## src/rtl/cmd_dispatch.sv

```systemverilog
// Trace command dispatcher: a FIFO with decoded outputs and a CLR handshake toward the cache controller.
// Optional dispatch statistics are built only when CMD_STATS_EN is defined.
module cmd_dispatch #(
    parameter int DEPTH      = 4,
    parameter int I_SIZE     = 32,
    parameter int D_SIZE     = 6,
    parameter int INDEX_BITS = 15
) (
    input  logic                                 clk,
    input  logic                                 rst,
    input  logic                                 in_valid,
    output logic                                 in_ready,
    input  logic [3:0]                           in_cmd,
    input  logic [I_SIZE-1:0]                    in_addr,
    output logic                                 out_valid,
    input  logic                                 out_ready,
    output logic [3:0]                           out_cmd,
    output logic [I_SIZE-INDEX_BITS-D_SIZE-1:0]  out_tag,
    output logic [INDEX_BITS-1:0]                out_index,
    output logic [D_SIZE-1:0]                    out_byte,
    output logic                                 out_snoop,
    input  logic                                 clr_done,
    output logic                                 bad_cmd,
    output logic [31:0]                          rd_cnt,
    output logic [31:0]                          wr_cnt,
    output logic [31:0]                          snp_cnt
);

    localparam int TAG_W = I_SIZE - INDEX_BITS - D_SIZE;
    localparam int PTR_W = $clog2(DEPTH);
    localparam int ENT_W = 4 + I_SIZE;
    localparam logic [PTR_W:0]   CNT_ONE = (PTR_W+1)'(1);
    localparam logic [PTR_W:0]   CNT_FULL = (PTR_W+1)'(DEPTH);
    localparam logic [PTR_W-1:0] PTR_ONE = PTR_W'(1);

    typedef enum logic {RUN, WAIT_CLR} state_t;

    state_t            state_q, state_d;
    logic [ENT_W-1:0]  mem_q [DEPTH];
    logic [PTR_W-1:0]  wr_ptr_q, rd_ptr_q;
    logic [PTR_W:0]    count_q;
    logic              bad_cmd_q;

    logic              full, empty, accept, legal, push, pop;
    logic [3:0]        head_cmd;
    logic [I_SIZE-1:0] head_addr;

    always_comb begin
        legal = 1'b0;
        case (in_cmd)
            4'd0, 4'd1, 4'd2, 4'd3, 4'd4, 4'd5, 4'd6, 4'd8, 4'd9: legal = 1'b1;
            default: legal = 1'b0;
        endcase
    end

    assign full     = (count_q == CNT_FULL);
    assign empty    = (count_q == '0);
    assign in_ready = !full;
    assign accept   = in_valid && !full;
    assign push     = accept && legal;
    // Reset suppresses dispatch in the reset cycle itself, before the state registers clear.
    assign out_valid = !rst && (state_q == RUN) && !empty;
    assign pop       = out_valid && out_ready;

    assign {head_cmd, head_addr} = mem_q[rd_ptr_q];

    // Data outputs read zero whenever nothing is queued.
    assign out_cmd   = empty ? 4'd0 : head_cmd;
    assign out_tag   = empty ? '0 : head_addr[I_SIZE-1 -: TAG_W];
    assign out_index = empty ? '0 : head_addr[D_SIZE +: INDEX_BITS];
    assign out_byte  = empty ? '0 : head_addr[D_SIZE-1:0];
    assign out_snoop = (out_cmd >= 4'd3) && (out_cmd <= 4'd6);
    assign bad_cmd   = bad_cmd_q;

    always_ff @(posedge clk) begin
        if (push) begin
            mem_q[wr_ptr_q] <= {in_cmd, in_addr};
        end
    end

    always_ff @(posedge clk) begin
        if (rst) begin
            wr_ptr_q  <= '0;
            rd_ptr_q  <= '0;
            count_q   <= '0;
            bad_cmd_q <= 1'b0;
            state_q   <= RUN;
        end else begin
            bad_cmd_q <= accept && !legal;
            state_q   <= state_d;
            if (push) begin
                wr_ptr_q <= wr_ptr_q + PTR_ONE;
            end
            if (pop) begin
                rd_ptr_q <= rd_ptr_q + PTR_ONE;
            end
            case ({push, pop})
                2'b10:   count_q <= count_q + CNT_ONE;
                2'b01:   count_q <= count_q - CNT_ONE;
                default: count_q <= count_q;
            endcase
        end
    end

    always_comb begin
        state_d = state_q;
        case (state_q)
            RUN: begin
                if (pop && out_cmd == 4'd8) begin
                    state_d = WAIT_CLR;
                end
            end
            WAIT_CLR: begin
                if (clr_done) begin
                    state_d = RUN;
                end
            end
            default: state_d = RUN;
        endcase
    end

`ifdef CMD_STATS_EN
    logic [31:0] rd_cnt_q, wr_cnt_q, snp_cnt_q;

    always_ff @(posedge clk) begin
        if (rst) begin
            rd_cnt_q  <= '0;
            wr_cnt_q  <= '0;
            snp_cnt_q <= '0;
        end else if (pop) begin
            case (out_cmd)
                4'd0, 4'd2:             rd_cnt_q  <= rd_cnt_q + 32'd1;
                4'd1:                   wr_cnt_q  <= wr_cnt_q + 32'd1;
                4'd3, 4'd4, 4'd5, 4'd6: snp_cnt_q <= snp_cnt_q + 32'd1;
                4'd8: begin
                    rd_cnt_q  <= '0;
                    wr_cnt_q  <= '0;
                    snp_cnt_q <= '0;
                end
                default: ;
            endcase
        end
    end

    assign rd_cnt  = rd_cnt_q;
    assign wr_cnt  = wr_cnt_q;
    assign snp_cnt = snp_cnt_q;
`else
    assign rd_cnt  = 32'd0;
    assign wr_cnt  = 32'd0;
    assign snp_cnt = 32'd0;
`endif

endmodule
```

## config.mk

```make
export PLATFORM = sky130hd
export DESIGN_NAME = cmd_dispatch
export DESIGN_NICKNAME = d
export VERILOG_FILES = /design/src/rtl/cmd_dispatch.sv
export SDC_FILE = /design/constraint.sdc
export NUM_CORES = 1
export LEC_CHECK = 0
export BUFFER_PORTS_ARGS = -buffer_cell sky130_fd_sc_hd__buf_4
export CORE_ASPECT_RATIO = 1.75
export CORE_UTILIZATION = 57
export CTS_CLUSTER_SIZE = 14
export DETAILED_ROUTE_END_ITERATION = 8
export PLACE_DENSITY = 0.94
export SYNTH_ARGS = -nofsm -noshare
export SYNTH_HDL_FRONTEND = slang
export SYNTH_SLANG_ARGS = --single-unit
```

## constraint.sdc

```tcl
create_clock -name clk -period 3.5 [get_ports clk]
set_input_delay 0.35 -clock clk [delete_from_list [all_inputs] [get_ports clk]]
set_output_delay 0.35 -clock clk [all_outputs]
set_load 0.005 [all_outputs]
```

After elaboration in Yosys (flattened, before gate mapping) --
Memories as Yosys holds them, arrays and structs flattened. A register that Yosys moved wholly into a read port is not among the register bits. Cells that the tools add are included.
Storage, ports and cells: register bits after elaboration 9, RAM bits 144, memory bits (read-only) 16, bits of input ports 41, output and inout port bits 136, logic and storage cells 44, memories kept 2
Memories:
- mem_q | words 4, bits a word 36, read ports 1, clocked after Yosys merged registers in 1, wr ports 1, RTL line 39 | logic [ENT_W-1:0] mem_q [DEPTH];
- (name not given) | words 16, bits a word 1, read ports 1, clocked after Yosys merged registers in 0, wr ports 0, RTL line 50 | case (in_cmd)
Operators by class: $add $sub $neg 4, magnitude comparators 2, equality and inequality tests 4, multiplexer cells 12, bitwise operators 1, reduce and logical (&&, ||, !) cells 14
Operators by type and width (number):
- 15-bit 2-to-1 mux | 1
- 11-bit 2-to-1 mux | 1
- 1-bit logical AND | 8
- 6-bit 2-to-1 mux | 1
- 3-bit case mux with 2 select lines | 1
- 2-bit by 1-bit adder with 2-bit output (second input constant) | 2
- 4-bit equality test (second input constant) | 1
- 4-bit by 2-bit greater-or-equal comparator with 1-bit output (second input constant) | 1
- 4-bit by 3-bit <= comparator with 1-bit output (second input constant) | 1
- 1-bit logical NOT | 4
- 1-bit 2-to-1 mux | 4
- 2-bit 2-to-1 mux | 2
- 4-bit 2-to-1 mux | 1
- 3-bit by 1-bit adder with 3-bit output (second input constant) | 1
- 3-bit equality test (second input constant) | 1
- 3-bit logical NOT | 1
- 3-bit by 1-bit subtractor with 3-bit output (second input constant) | 1
- 2-bit by 1-bit equality test with 1-bit output (second input constant) | 1
- 2-bit equality test (second input constant) | 1
- 1-bit case mux with 2 select lines | 1
- 2-bit nonzero test | 1
- 1-bit inverter | 1

Logic depth before layout (Yosys ltp) --
depth in word-level cells 7, gate-level depth with buffers 10, mapped depth without buffers 10

Worst setup path before layout --
No wires, ideal clock.
path kind reg-to-reg, start point register count_q[2], end point register count_q[2], setup time 0.071 ns, data arrival time 2.157 ns, data required time 3.429 ns, path slack 1.272 ns, cell stages (with the launch flop) 11, path buffers 0, clock period less this slack 2.228 ns, cell sequence dfxtp_1 or3b_2 nand2_1 nor2_1 inv_1 ha_1 inv_1 fa_1 xor2_1 or3_1 a21oi_1
Between the ends: cells in the longest elaborated chain, start to end 6, elaborated cells on any way between the ends 14, classes of those cells add/sub (2); eq/ne (3); mux (1); reduce/logical (8)
RTL lines:
- start, declared | RTL line 41 | logic [PTR_W:0] count_q;
- start signal, assigned | RTL line 98 | 2'b10: count_q <= count_q + CNT_ONE;
- start signal, assigned | RTL line 99 | 2'b01: count_q <= count_q - CNT_ONE;
- start signal, assigned | RTL line 100 | default: count_q <= count_q;
- 3-bit equality test * | RTL line 56 | assign full = (count_q == CNT_FULL);
- 1-bit logical NOT *
- named net in_ready | RTL line 12 | output logic in_ready,
- 1-bit logical AND * | RTL line 59 | assign accept = in_valid && !full;
- 1-bit logical AND * | RTL line 60 | assign push = accept && legal;
- 2-bit by 1-bit equality test with 1-bit output / 2-bit equality test (equally long branches) | RTL line 97 | case ({push, pop})
- 3-bit case mux with 2 select lines / 2-bit nonzero test (equally long branches)
The timed path passes the listed nets; every way through them passes the cells marked *. A chain may end at the register's enable or synchronous reset.

==> run_results.csv <==
group,metric,value,unit
clock_tree,path_clk_slew,0.07,ns
power,p_int,3.41,mW
drt,drt-vias-per-instance,5.12,
die,die-area,12300,µm²
sta,rsz0062_at_grt,"false",
min_path,min_path_type,"in2reg",
clock_tree,cts_buffer_depth,2,
drt,dr.pass1.iters,7,
cells_and_area,stdcell_count,631,
grt,antenna_found_initial,0,
clock_tree,cts_max_level,4,
power,peakVddDrop,585,µV
clock_tree,postCtsHoldBufs,0,
cells_and_area,layout_common_cells,"144 x edfxtp_1, 96 x conb_1, 84 x buf_4",
critical_path,path_buf_inv,2,
critical_path,crit_chain,"buf_4, mux4_2, nand2_1, xor2_1, nor3_1, buf_4",
grt,grt_max_degree,40,
outcome,status,"finished, violations left",
sta,finalSetupViolations,0,
job,maxCapViolations,0,
die,die_h,146,µm
sta,layout_min_cycle_time,2.51,ns
critical_path,max_stage_delay,0.60,ns
cells_and_area,fill_cells,733,
drt,wl_per_cell,17.6,µm
place,post-dp-hpwl,7.20,mm
place,gp_congestion,0.768,
clock_tree,clk_latency,0.41,ns
sta,slew_headroom,35.7,%
drt,drt_iter0_drc,207,
sta,finalSetupTns,0,ns
outcome,violations,"design-rule violations",
clock_tree,cts_resized,0,
sta,drv_slew,0,
power,p_comb_share,12.2,%
critical_path,crit_fanout,20,
cells_and_area,fin_util,66.9,%
die,core_area,11500,µm²
drt,ant_nets,0,
critical_path,cpMaxStageDelayCell,"mux4_2",
place,place_inst,599,
power,p_sw_share,23.3,%
critical_path,crit_required,3.15,ns
cells_and_area,drive_above_1_share,32.5,%
cells_and_area,fin_nets,530,
place,placement.io_buffers,80,
cells_and_area,num_antenna_cells,0,
synth,postSynthAreaPerCell,17.1,µm²
die,die_x,84.2,µm
drt,vias,3229,
grt,grt_pass1_wl,17.0,mm
power,leakage,2.82,nW
grt,grt_use_total,19.2,%
clock_tree,cts_tree,"done",
grt,grt_pass1_vias,3322,
sta,timing.fmax,398,MHz
critical_path,critPathLaunchType,"register",
power,pwr-share-seq,47.3,%
synth,ys_warn_count,0,
sta,tightest_slew,0.965,ns
power,switching_power,1.03,mW
die,io_pins,177,
drt,totalWireLength,11.1,mm
die,rows,52,
cells_and_area,area_growth_syn_to_layout,14.5,%
die,start_util,58.5,%
cells_and_area,final_common_cell,"edfxtp_1",
clock_tree,cts_buffers,17,
synth,ys_seq_area_share,67.5,%
critical_path,cp-end-kind,"primary output",
synth,synth_area,6730,µm²
drt,drt_drc_violations_left,42,
clock_tree,post_cts_buffers,0,
critical_path,critical_path_class,"reg2out",
clock_tree,cts_root_buf,"clkbuf_16",
power,total_power,4.44,mW
synth,synthCells,394,
sta,skew,0.00853,ns
power,clock_power_share,40.5,%
clock_tree,cts_sinks,155,
sta,hold_violations,0,
critical_path,path_delay_family,"multiplexers",
synth,synth_cell_type_count,30,
power,power_density,577,nW/µm²
grt,grt-ovfl-total,0,
critical_path,critical_path_arrival,2.16,ns
critical_path,cpMostUsedCell,"buf_4",
synth,synth_seq_cells,155,
sta,min_period_over_period,71.8,%
flip-flops by register name, indices dropped and copies added (netlist names), named ones only:
signal	flops
state_q	1
wr_ptr_q	2
rd_ptr_q	2
bad_cmd	1
mem_q	144
count_q	3
cell usage after synthesis:
cell | number | share of area, %
and4b_1 | 1 | 0.15
o21ai_0 | 4 | 0.30
inv_1 | 6 | 0.33
and2_0 | 1 | 0.093
fa_1 | 1 | 0.30
clkbuf_2 | 1 | 0.074
nor2b_1 | 37 | 3.4
nand3_1 | 3 | 0.22
and3_1 | 4 | 0.37
nand2_1 | 3 | 0.17
nor2_1 | 9 | 0.50
nor4b_2 | 1 | 0.22
nor3_1 | 4 | 0.30
and2_1 | 1 | 0.093
ha_1 | 5 | 0.93
and3b_1 | 1 | 0.13
buf_2 | 3 | 0.22
clkbuf_1 | 5 | 0.28
or3_1 | 1 | 0.093
or3b_2 | 1 | 0.13
dfxtp_1 | 11 | 3.3
mux4_2 | 36 | 12
edfxtp_1 | 144 | 64
a21oi_1 | 5 | 0.37
buf_4 | 96 | 11
conb_1 | 1 | 0.056
xor2_1 | 3 | 0.39
buf_1 | 3 | 0.17
buf_6 | 1 | 0.17
xnor2_1 | 2 | 0.26
routing by layer:
layer / vias to the layer above / GRT usage, % / part of all wire (%) / wire length, µm
met5: - / 0 / 0 / 0
met4: 0 / 10.9 / 2.7 / 305
met3: 18 / 5.33 / 5.9 / 654
met2: 162 / 34.5 / 56 / 6260
met1: 1602 / 19.7 / 35 / 3880
li1: 1447 / - / - / -
power groups by stage:
stage	clock [mW]	combinational [mW]	sequential [mW]
global placement	0	0.525	2.14
global route	1.90	0.586	2.11
floorplan	0	0.369	2.14
finish	1.80	0.541	2.10
detailed placement	0	0.544	2.14
CTS	1.83	0.546	2.10
logic make-up (layout without fill, tap and decap cells):
kind of cell | after synthesis | count (layout) | synth area share (%)
AOI/OAI and AO/OA | 9 | 9 | 0.669
xor gates and xnor gates | 5 | 5 | 0.651
adders and majority gates | 6 | 6 | 1.23
buffers and inverters | 115 | 122 | 11.9
DFF | 155 | 155 | 67.5
muxes | 36 | 36 | 12.0
other | 1 | 96 | 0.0557
and+or+nand+nor | 67 | 67 | 5.91
final cells by class:
cell class	instances	area (µm²)	area share, %
clock buffers	17	425	5.52
clock inverters	15	161	2.09
inverters	6	22.5	0.292
multi-input cells	219	1750	22.7
flip-flops and latches	155	4550	59.0
well taps	135	169	2.19
repair buffers	84	631	8.18
worst paths after layout:
path,startpoint,end,slack [ns],depth (start not counted)
max,register,out_snoop,0.99,6
min,in_addr[28],mem_q[0][28],0.13,1
max reg2reg,count_q[2],count_q[2],1.04,10
min reg2reg,rd_ptr_q[1],register,0.53,2
metrics by stage:
| stage | hold WS [ns] | instance area (µm²) | setup WS, ns |
|---|---|---|---|
| global placement | 0.488 | 7120 | 1.22 |
| CTS | 0.115 | 7710 | 0.926 |
| detailed placement | 0.515 | 7120 | 1.07 |
| global route | 0.115 | 7710 | 0.843 |
| finish | 0.129 | 7710 | 0.988 |
| floorplan | 0.429 | 7090 | 1.27 |
Note: power is estimated with default switching activity, not from simulation.
